### src/rtl/mux8_rr_arbiter_if.sv
// Bundle of requester, grant and sink signals for mux8_rr_arbiter.
// Ports: REQ/LAST/D0..D7 from the eight producers, ACK/GNT/SEL back to them,
//        DOUT/OUT_VALID/OUT_LAST/OUT_READY handshake with the downstream sink.
interface mux8_rr_arbiter_if #(
  parameter int n = 32
);
  logic [7:0]   REQ;
  logic [7:0]   LAST;
  logic [n-1:0] D0;
  logic [n-1:0] D1;
  logic [n-1:0] D2;
  logic [n-1:0] D3;
  logic [n-1:0] D4;
  logic [n-1:0] D5;
  logic [n-1:0] D6;
  logic [n-1:0] D7;
  logic [7:0]   ACK;
  logic [7:0]   GNT;
  logic [2:0]   SEL;
  logic [n-1:0] DOUT;
  logic         OUT_VALID;
  logic         OUT_READY;
  logic         OUT_LAST;

  // master: producers plus sink (the environment around the arbiter)
  modport master (
    output REQ, LAST, D0, D1, D2, D3, D4, D5, D6, D7, OUT_READY,
    input  ACK, GNT, SEL, DOUT, OUT_VALID, OUT_LAST
  );

  // slave: the arbiter itself
  modport slave (
    input  REQ, LAST, D0, D1, D2, D3, D4, D5, D6, D7, OUT_READY,
    output ACK, GNT, SEL, DOUT, OUT_VALID, OUT_LAST
  );
endinterface

### src/rtl/mux8_rr_arbiter.sv
// Round-robin arbiter owning an 8:1 data mux; forwards the winner's beats to one sink.
// Latency: one arbitration cycle in IDLE before the first beat; beats then pass combinationally.
// Backpressure: OUT_READY=0 freezes state; the granted beat stays presented until accepted.
// Ports: CLK, RST (async active-high); bus.slave carries REQ/LAST/D0..D7 in,
//        ACK/GNT/SEL out, and DOUT/OUT_VALID/OUT_LAST/OUT_READY to the sink.
module mux8_rr_arbiter #(
  parameter int n         = 32,
  parameter int MAX_BEATS = 8
) (
  input logic              CLK,
  input logic              RST,
  mux8_rr_arbiter_if.slave bus
);

  typedef enum logic {IDLE, GRANT} state_t;

  localparam logic [7:0] CNT_LIMIT = 8'(MAX_BEATS - 1);

  state_t     state_q, state_d;
  logic [2:0] sel_q, sel_d;
  logic [2:0] ptr_q, ptr_d;
  logic [7:0] cnt_q, cnt_d;

  // First requester at or after the priority pointer, wrapping mod 8.
  logic [2:0] winner;
  logic [2:0] idx;
  logic       found;

  always_comb begin
    winner = ptr_q;
    idx    = ptr_q;
    found  = 1'b0;
    for (int k = 0; k < 8; k++) begin
      idx = ptr_q + 3'(k);
      if (!found && bus.REQ[idx]) begin
        winner = idx;
        found  = 1'b1;
      end
    end
  end

  logic granted;
  logic out_valid;
  logic out_last;
  logic xfer;

  assign granted   = (state_q == GRANT);
  assign out_valid = granted && bus.REQ[sel_q];
  assign xfer      = out_valid && bus.OUT_READY;
  // Forced release on the MAX_BEATS-th beat even if the requester has more to send.
  assign out_last  = out_valid && (bus.LAST[sel_q] || (cnt_q == CNT_LIMIT));

  assign bus.GNT       = granted ? (8'b1 << sel_q) : 8'b0;
  assign bus.ACK       = xfer    ? (8'b1 << sel_q) : 8'b0;
  assign bus.SEL       = sel_q;
  assign bus.OUT_VALID = out_valid;
  assign bus.OUT_LAST  = out_last;

  logic [n-1:0] mux_dat;

  always_comb begin
    mux_dat = '0;
    case (sel_q)
      3'd0: mux_dat = bus.D0;
      3'd1: mux_dat = bus.D1;
      3'd2: mux_dat = bus.D2;
      3'd3: mux_dat = bus.D3;
      3'd4: mux_dat = bus.D4;
      3'd5: mux_dat = bus.D5;
      3'd6: mux_dat = bus.D6;
      3'd7: mux_dat = bus.D7;
      default: mux_dat = '0;
    endcase
  end

  assign bus.DOUT = out_valid ? mux_dat : '0;

  always_comb begin
    state_d = state_q;
    sel_d   = sel_q;
    ptr_d   = ptr_q;
    cnt_d   = cnt_q;
    case (state_q)
      IDLE: begin
        if (found) begin
          sel_d   = winner;
          cnt_d   = 8'd0;
          state_d = GRANT;
        end
      end
      GRANT: begin
        if (!bus.REQ[sel_q]) begin
          // Requester withdrew: release without a beat; it still loses priority.
          state_d = IDLE;
          ptr_d   = sel_q + 3'd1;
        end else if (xfer) begin
          cnt_d = cnt_q + 8'd1;
          if (out_last) begin
            state_d = IDLE;
            ptr_d   = sel_q + 3'd1;
          end
        end
      end
      default: state_d = IDLE;
    endcase
  end

  always_ff @(posedge CLK or posedge RST) begin
    if (RST) begin
      state_q <= IDLE;
      sel_q   <= 3'd0;
      ptr_q   <= 3'd0;
      cnt_q   <= 8'd0;
    end else begin
      state_q <= state_d;
      sel_q   <= sel_d;
      ptr_q   <= ptr_d;
      cnt_q   <= cnt_d;
    end
  end

endmodule
### src/flat_wrapper.sv
// flat-port wrapper written by rule: the top's interface ports become plain ports
module mux8_rr_arbiter_flat 
#(
  parameter int n         = 32,
  parameter int MAX_BEATS = 8
)
  (CLK, RST, bus_REQ, bus_LAST, bus_D0, bus_D1, bus_D2, bus_D3, bus_D4, bus_D5, bus_D6, bus_D7, bus_OUT_READY, bus_ACK, bus_GNT, bus_SEL, bus_DOUT, bus_OUT_VALID, bus_OUT_LAST);
  mux8_rr_arbiter_if #(.n(n)) bus_i ();
  input logic CLK;
  input logic RST;
  input wire logic [$bits(bus_i.REQ)-1:0] bus_REQ;
  input wire logic [$bits(bus_i.LAST)-1:0] bus_LAST;
  input wire logic [$bits(bus_i.D0)-1:0] bus_D0;
  input wire logic [$bits(bus_i.D1)-1:0] bus_D1;
  input wire logic [$bits(bus_i.D2)-1:0] bus_D2;
  input wire logic [$bits(bus_i.D3)-1:0] bus_D3;
  input wire logic [$bits(bus_i.D4)-1:0] bus_D4;
  input wire logic [$bits(bus_i.D5)-1:0] bus_D5;
  input wire logic [$bits(bus_i.D6)-1:0] bus_D6;
  input wire logic [$bits(bus_i.D7)-1:0] bus_D7;
  input wire logic [$bits(bus_i.OUT_READY)-1:0] bus_OUT_READY;
  output wire logic [$bits(bus_i.ACK)-1:0] bus_ACK;
  output wire logic [$bits(bus_i.GNT)-1:0] bus_GNT;
  output wire logic [$bits(bus_i.SEL)-1:0] bus_SEL;
  output wire logic [$bits(bus_i.DOUT)-1:0] bus_DOUT;
  output wire logic [$bits(bus_i.OUT_VALID)-1:0] bus_OUT_VALID;
  output wire logic [$bits(bus_i.OUT_LAST)-1:0] bus_OUT_LAST;
  assign bus_i.REQ = bus_REQ;
  assign bus_i.LAST = bus_LAST;
  assign bus_i.D0 = bus_D0;
  assign bus_i.D1 = bus_D1;
  assign bus_i.D2 = bus_D2;
  assign bus_i.D3 = bus_D3;
  assign bus_i.D4 = bus_D4;
  assign bus_i.D5 = bus_D5;
  assign bus_i.D6 = bus_D6;
  assign bus_i.D7 = bus_D7;
  assign bus_i.OUT_READY = bus_OUT_READY;
  assign bus_ACK = bus_i.ACK;
  assign bus_GNT = bus_i.GNT;
  assign bus_SEL = bus_i.SEL;
  assign bus_DOUT = bus_i.DOUT;
  assign bus_OUT_VALID = bus_i.OUT_VALID;
  assign bus_OUT_LAST = bus_i.OUT_LAST;
  mux8_rr_arbiter #(.n(n), .MAX_BEATS(MAX_BEATS)) u_core (.CLK(CLK), .RST(RST), .bus(bus_i));
endmodule
### config.mk
export PLATFORM = sky130hd
export DESIGN_NAME = mux8_rr_arbiter_flat
export DESIGN_NICKNAME = d
export VERILOG_FILES = /design/src/rtl/mux8_rr_arbiter_if.sv /design/src/rtl/mux8_rr_arbiter.sv /design/src/flat_wrapper.sv
export SDC_FILE = /design/constraint.sdc
export NUM_CORES = 1
export LEC_CHECK = 0
export CAP_MARGIN = 20
export CORE_AREA = 3 3 127 129
export DETAILED_ROUTE_END_ITERATION = 12
export DIE_AREA = 0 0 130 132
export GPL_TIMING_DRIVEN = 0
export PLACE_DENSITY = 0.6
export SLEW_MARGIN = 20
export SYNTH_ARGS = -nofsm -noshare
export SYNTH_HDL_FRONTEND = slang
export SYNTH_SLANG_ARGS = --single-unit
### constraint.sdc
create_clock -name CLK -period 6.14 [get_ports CLK]
set_input_delay 1.228 -clock CLK [delete_from_list [all_inputs] [get_ports CLK]]
set_output_delay 1.228 -clock CLK [all_outputs]
set_load 0.03 [all_outputs]
Yosys cells after proc, flatten, opt, wreduce, memory -nomap -nowiden
Cells that the tools add are included.
{ "classes": {"bitwise": 1, "addsub": 9, "n_shift": 1, "magnitude_cmp": 9, "n_reduce_logical": 22, "eq_ne": 13, "n_mux": 51} }
{ "op_table": {"columns": ["op", "count"], "rows": [
  ["$pmux W32 S8", 1],
  ["$mux W8", 5],
  ["$lt A3 B4 Y1 const B", 9],
  ["$mux W32", 1],
  ["$bmux W1 S3", 10],
  ["$mux W3", 10],
  ["$mux W1", 22],
  ["$pmux W8 S2", 1],
  ["$add A3 B3 Y3 const B", 4],
  ["$eq A3 B3 Y1 const B", 4],
  ["$logic_and A1 B1 Y1", 10],
  ["$add A8 B1 Y8 const B", 1],
  ["$eq A8 B3 Y1 const B", 1],
  ["$shl A1 B3 Y8 const A", 1],
  ["$logic_not A1 Y1", 7],
  ["$add A3 B1 Y3 const B", 2],
  ["$add A3 B2 Y3 const B", 2],
  ["$eq A3 B2 Y1 const B", 2],
  ["$ne A2 B2 Y1 const B", 3],
  ["$reduce_and A3 Y1", 2],
  ["$ne A2 B1 Y1 const B", 2],
  ["$eq A3 B1 Y1 const B", 1],
  ["$logic_not A3 Y1", 1],
  ["$pmux W1 S2", 1],
  ["3 further kinds", 3]
]} }
{ "word_totals": {"regBits": 15, "input_bits": 275} }

Logic depth before layout (Yosys ltp)
Gate-level depths: netlist of run 1.
{ "depth": {"word_depth": 26, "depth_mapped": 12, "ltp_nobuf": 9} }

Worst setup path before layout of run 1
OpenSTA, ideal clock, no wires.
{ "synth_path": {"path_kind": "reg-to-output", "startpoint": "register u_core.sel_q[0], in the netlist u_core.bus.SEL[0]", "endpoint": "output port bus_DOUT[10]", "required_ns": 4.912, "t_arrival_ns": 3.001, "n_path_buf": 3, "setup_slack_ns": 1.911, "path_stages_with_launch": 10, "path_cell_list": "dfrtp_1 -> clkbuf_1 -> inv_1 -> ha_1 -> clkbuf_1 -> or4_1 -> nor2_1 -> clkbuf_1 -> nand2_1 -> a41oi_1"} }
{ "synth_between": {"elab_chain_cells": 4, "elab_cells_between_ends": 13} }
{ "synth_lines": {"columns": ["item", "line_no", "source"], "rows": [
  ["start, declared", "mux8_rr_arbiter.sv:20", "logic [2:0] sel_q, sel_d;"],
  ["start signal, assigned", "mux8_rr_arbiter.sv:116", "sel_q <= sel_d;"],
  ["$bmux W1 S3", "mux8_rr_arbiter.sv:48", "assign out_valid = granted && bus.REQ[sel_q];"],
  ["$mux W1 (not written as such)", "mux8_rr_arbiter.sv:48", null],
  ["$logic_and A1 B1 Y1", "mux8_rr_arbiter.sv:48", null],
  ["$mux W32 *", "mux8_rr_arbiter.sv:76", "assign bus.DOUT = out_valid ? mux_dat : '0;"],
  ["end, declared", "flat_wrapper.sv:25", "output wire logic [$bits(bus_i.DOUT)-1:0] bus_DOUT;"]
]} }
Mark *: on every way between the ends. The rest lies on a longest branch, timed or not. The select of a mux whose other input is x is not followed.

Worst setup path after layout of run 1
{ "layout_path": {"startpoint": "register u_core.sel_q[0], in the netlist u_core.bus.SEL[0]", "endpoint": "output port bus_DOUT[24]"} }
Same word-level chain as after synthesis.

==> summary.md, run 1 <==
| Metric | Value |
|---|---|
| CTS root buffer | clkbuf_16 |
| Final Hold Fails | 0 |
| CTS sink count | 15 |
| Dpl cells | 964 |
| DRT iter0 DRCs | 532 |
| Max clock buf depth | 2 |
| Fin area | 0.00717 mm^2 |
| Clock share of power | 3.9% |
| Most common cell after layout, fill and taps aside | clkdlybuf4s50_1 |
| Cells along the critical path | clkbuf_1 -> inv_1 -> ha_1 -> clkbuf_1 -> or4_1 -> nor2_1 -> clkbuf_1 -> nand2_1 -> a41oi_1 -> clkdlybuf4s50_1 |
| Die boundary width | 130 um |
| Post-route DRC | 0 |
| Post-Route WL | 23800 um |
| Slowest-stage cell, CP | clkdlybuf4s50_1 |
| CP delay by family, top | buffers and inverters |
| Lkg Pwr | 2.58 nW |
| Syn Std Cell Area | 0.00357 mm^2 |
| Critical path launch point type | register |
| Buffers on Ports | 327 |
| DP Wirelength | 19800 um |
| Starting Density | 23.6% |
| Pwr Density | 465 mW/mm^2 |
| Seq/Total Area, Yosys | 10.5% |
| Final GP Congestion | 0.912 |
| Layout cells sized above 1 | 9.74% |
| Fraction of registers with async set/reset | 100% |
| Die Y | 132 um |
| Nets | 1065 |
| Initial antenna violation count | 5 |
| Detailed-router iteration count before antenna repair | 8 |
| Sw power | 1.86 mW |
| Clk_lat worst skew | 0.25 ns |
| Required time of the critical path | 4.91 ns |
| Combinational group share of total power | 90.7% |
| Vias in the first global route | 5377 |
| Global Route Usage Sum | 25.7% |
| Bufs and invs on worst path | 5 |
| Placed cell area | 0.00708 mm^2 |
| Status | complete, no violations |
| PostCTS Resize Cnt | 0 |
| Worst slew pin tran | 0.761 ns |
| Setup_tns | 0 ns |
| CTS Hold Buffers Added | 0 |
| Tmin final | 5.55 ns |
| Congestion Overflow GR | 0 |
| Worst setup EP type | output port |
| Area Growth Syn to Fin | 101% |
| Fin. max-slew vios | 0 |
| Final Util | 47.3% |
| Mapped Cells | 449 |
| Vias/cell | 5.48 |
| Mapped Avg Cell Area | 7.96 um^2 |
| Post-CTS setup repair buffer count | 0 |
| H-tree levels | 1 |
| Final worst path period share | 90.3% |
| Peak Freq | 180 MHz |
| Synth warnings | 0 |
| Post-synth top flop | dfrtp_1 |
| CP peak stage delay | 0.76 ns |
| Via count | 5323 |
| First-pass GRT wire length | 33500 um |
| Seq pwr share | 5.4% |
| Reg clk slew, reported paths | 0.05 ns |
| Hold crit path type | reg2reg |
| Net Sw Frac | 55.9% |
| Most frequent cells in the layout | 327 x clkdlybuf4s50_1, 82 x nand2_1, 49 x mux2_2 |
| Library cells used by synthesis | 55 |
| Core ar. | 0.0151 mm^2 |
| CTS tree | built |
| RSZ-0062 raised after global routing | false |
| Final setup skew | 0.00128 ns |
| CP Class | reg2out |
| Num CTS Buffers | 3 |
| Flops & latches, synth | 15 |
| Mapped Nets | 733 |
| WL/cell | 24.5 um |
| Pin count of the biggest net entering global routing | 16 |
| Internal | 1.47 mW |
| Site Rows | 45 |
| Final setup viols | 0 |
| Crit Path Max Fanout | 10 |
| Finished Layout Cells | 971 |
| Peak supply drop | 0.263 mV |
| Slew margin rel. | 49.3% |
| Die area | 0.0172 mm^2 |
| WP data arrival | 4.32 ns |
| ANT nets after route | 0 |
| Number of synthesized flops with an enable pin | 0 |
| Max-Cap Viols | 0 |
| Most common cell on crit path | clkbuf_1 |
| # IOs | 328 |
-- state kept, by name (all words and copies together), names as in the netlist --
| name | flops |
|---|---|
| u_core.ptr_q | 3 |
| u_core.cnt_q | 8 |
| u_core.bus.SEL | 3 |
| u_core.granted | 1 |
-- routing by layer --
layer	GRT usage [%]	share of wire, %	wire, um	vias to the layer above
met5	0	0.088	21	-
li1	-	-	-	2440
met3	7.82	9.8	2350	30
met2	43.6	48	11300	267
met1	31.8	40	9650	2582
met4	5.95	2.1	495	4
-- power by group through the flow --
stage          logic, mW  clock network, mW  registers (mW)
3_5_place_dp        2.99                  0           0.181
4_1_cts             3.01              0.131           0.180
6_report            3.02              0.130           0.180
3_3_place_gp        2.98                  0           0.182
2_1_floorplan       1.89                  0           0.185
5_1_grt             3.24              0.134           0.186
-- tightest hold or removal path: cells and delay by family (launching register included) --
kind | cells | cell delay (ns)
simple gates | 1 | 0.07
flops | 1 | 0.37
xor+xnor | 1 | 0.08
-- area by class of cell --
class / count / area (um^2)
Clock buffer: 4 / 78.8
Timing Repair Buffer: 327 / 3270
Fill cell: 1474 / 7980
Sequential cell: 15 / 375
Buffer: 43 / 181
Tap cell: 188 / 235
Inverter: 14 / 52.6
Multi-Input combinational cell: 377 / 2960
Antenna cell: 3 / 7.51
-- cell usage after synthesis, types with 6 or more instances --
library cell | count | share of area (%)
nand2_1 | 82 | 8.6
mux4_2 | 11 | 6.9
inv_1 | 14 | 1.5
a21oi_1 | 24 | 3.4
and3_1 | 10 | 1.8
a41oi_1 | 23 | 5.6
and2_1 | 7 | 1.2
dfrtp_1 | 15 | 11
mux2_2 | 49 | 15
nor2b_1 | 8 | 1.4
clkbuf_1 | 36 | 3.8
a22oi_1 | 11 | 2.3
ha_1 | 9 | 3.2
a222oi_1 | 32 | 9.0
nand3_1 | 6 | 0.84
mux2i_1 | 7 | 2.0
nor2_1 | 25 | 2.6
xor2_1 | 7 | 1.7
-- final timing paths --
path                                      to  slack, ns  cells after the start         startpoint
max                             bus_DOUT[24]       0.59                     10  u_core.bus.SEL[0]
min in group asynchronous    u_core.ptr_q[0]       1.36                      2                RST
max in group asynchronous    u_core.cnt_q[4]       4.37                      2                RST
max reg2reg                u_core.bus.SEL[1]       2.15                     12    u_core.ptr_q[1]
min                          u_core.cnt_q[7]       0.56                      2    u_core.cnt_q[7]
min reg2reg                  u_core.cnt_q[7]       0.56                      2    u_core.cnt_q[7]
-- cells by family after synthesis --
group / after synthesis / synth area share (%)
xor gates and xnor gates: 11 / 2.70
buffers and inverters: 57 / 6.55
muxes: 74 / 27.8
and+or+nand+nor: 156 / 20.1
adders and majority gates: 9 / 3.15
AOI/OAI and AO/OA: 127 / 29.2
DFF: 15 / 10.5
-- per-stage QoR --
stage	setup slack (ns)	power (mW)	hold WS, ns
6_report	0.593	3.33	0.558
5_1_grt	0.384	3.56	0.565
4_1_cts	0.641	3.32	0.552
3_5_place_dp	0.719	3.17	0.540
3_3_place_gp	0.725	3.16	0.524
2_1_floorplan	1.91	2.07	0.506
(Power assumes the default switching activity.)
==> run 2, diff against run 1 <==
- CELL_PAD_IN_SITES_DETAIL_PLACEMENT: unset -> 0
- CELL_PAD_IN_SITES_GLOBAL_PLACEMENT: unset -> 1
- CORE_AREA: 3 3 127 129 -> unset
- CORE_MARGIN: unset -> 3
- CORE_UTILIZATION: unset -> 22
- DIE_AREA: 0 0 130 132 -> unset
- PLACE_DENSITY: 0.6 -> 0.84
==> summary.md, run 2 (synthesis results as in run 1) <==
| Metric | Value |
|---|---|
| Nets | 1065 |
| Dpl ws | 0.755 ns |
| Vias/cell | 5.21 |
| Reg2reg setup slack | 2.11 ns |
| Final GP Congestion | 0.868 |
| Setup_tns | 0 ns |
| Setup WS post-layout | 0.752 ns |
| Site Rows | 45 |
| # IOs | 328 |
| Fill cells | 1615 |
| Area occupied by multi-input gates | 0.00296 mm^2 |
| CTS Hold Buffers Added | 0 |
| WL/cell | 21.5 um |
| Cell count of the worst reg-to-reg path | 12 |
| CTS root buffer | clkbuf_16 |
| Buffers on Ports | 327 |
| Layout cells sized above 1 | 9.74% |
| Die boundary width | 133 um |
| CP Class | in2out |
| Final setup skew | 0.00191 ns |
| Pin count of the biggest net entering global routing | 16 |
| Post-Route WL | 21300 um |
| Slew margin rel. | 52.3% |
| Reg clk slew, reported paths | 0.05 ns |
| DP Wirelength | 17800 um |
| Ant. Diodes | 0 |
| Die Y | 133 um |
| Hold Path Depth | 2 |
| Final worst path period share | 87.8% |
| Vias in the first global route | 5252 |
| Reg2reg start | u_core.ptr_q[1] |
| Critical path launch point type | input pin |
| Detailed-router iteration count before antenna repair | 8 |
| Pwr Density | 455 mW/mm^2 |
| Core ar. | 0.0155 mm^2 |
| H-tree levels | 1 |
| RSZ-0062 raised after global routing | false |
| ANT nets after route | 0 |
| Peak Freq | 186 MHz |
| Final Power | 3.27 mW |
| Num CTS Buffers | 3 |
| Via count | 5163 |
| Worst setup EP type | output port |
| Congestion Overflow GR | 0 |
| Final setup viols | 0 |
| CTS tree | built |
| Hold crit path type | reg2reg |
| Post-route DRC | 0 |
| Required time of the critical path | 4.91 ns |
| Max clock buf depth | 2 |
| Post-CTS setup repair buffer count | 0 |
| Fin. max-slew vios | 0 |
| Max-Cap Viols | 0 |
| Min-Delay Endpoint | u_core.cnt_q[1] |
| PostCTS Resize Cnt | 0 |
| First-pass GRT wire length | 30700 um |
| Starting Density | 23.0% |
| Max reg flops | 8 |
| Most frequent cells in the layout | 327 x clkdlybuf4s50_1, 82 x nand2_1, 49 x mux2_2 |
| Area Growth Syn to Fin | 101% |
| Clk_lat worst skew | 0.24 ns |
| Sequential Area | 375 um^2 |
| Final Hold Fails | 0 |
| Final hold slack | 0.542 ns |
| Worst slew pin tran | 0.715 ns |
| CTS sink count | 15 |
| Initial antenna violation count | 0 |
| Lkg Pwr | 2.58 nW |
| Peak supply drop | 0.197 mV |
| DRT iter0 DRCs | 378 |
| Most common cell after layout, fill and taps aside | clkdlybuf4s50_1 |
| WP data arrival | 4.16 ns |
| R2r endpoint | u_core.bus.SEL[2] |
| Crit Path Max Fanout | 10 |
| Worst hold start | u_core.cnt_q[1] |
| Die area | 0.0178 mm^2 |
| Global Route Usage Sum | 22.2% |
| Status | complete, no violations |
| Most flops, register | u_core.cnt_q |
| Tmin final | 5.39 ns |
[run 2: cell count changes in the layout (fill, tap and decap cells not counted)]
cell	change
diode_2	-3
[run 2: how the worst max path moves through the flow]
stage	from	endpoint	slack, ns
final	bus_REQ[3]	bus_DOUT[22]	0.75
after global routing	u_core.bus.SEL[0]	bus_DOUT[13]	0.48
after floorplan	u_core.bus.SEL[0]	bus_DOUT[10]	1.91
after CTS	u_core.bus.SEL[0]	bus_DOUT[13]	0.69
after global placement	bus_REQ[3]	bus_DOUT[22]	0.76
after detailed placement	bus_REQ[3]	bus_DOUT[22]	0.75
[run 2: cell type report]
type	count	area share, %
sequential	15	5.22
clock buffer	4	1.10
tap	211	3.67
timing repair buffer	327	45.5
buffer	43	2.52
multi-input combinational	377	41.2
inverter	14	0.731
[run 2: through the flow]
step	cell area, um^2	utilization, %	instances
floorplan	3570	-	449
global placement	7110	45.8	987
detailed placement	7110	45.8	987
CTS	7190	46.3	991
global route	7190	46.3	991
finish	7190	46.3	991
[run 2: layer usage]
metal,wire length [um],track usage (%),part of all wire (%)
met1,8490,27.2,40
met4,235,3.14,1.1
met5,0,0,0
met2,10600,39.4,50
met3,2000,6.61,9.4
[run 2: power by group]
| group | total (mW) | leakage, nW | switching [mW] | internal [mW] |
|---|---|---|---|---|
| registers | 0.177 | 0.192 | 0.0455 | 0.131 |
| clock network | 0.129 | 0.0382 | 0.0407 | 0.0881 |
| logic | 2.97 | 2.35 | 1.72 | 1.25 |
[run 2: worst max-delay path, cell delays in order]
cell and delay (ns):
clkdlybuf4s50_1 0.49, mux4_2 0.51, mux2i_1 0.25, nand2b_1 0.13
buf_2 0.21, clkbuf_1 0.57, nor2_1 0.12, clkdlybuf4s50_1 0.64
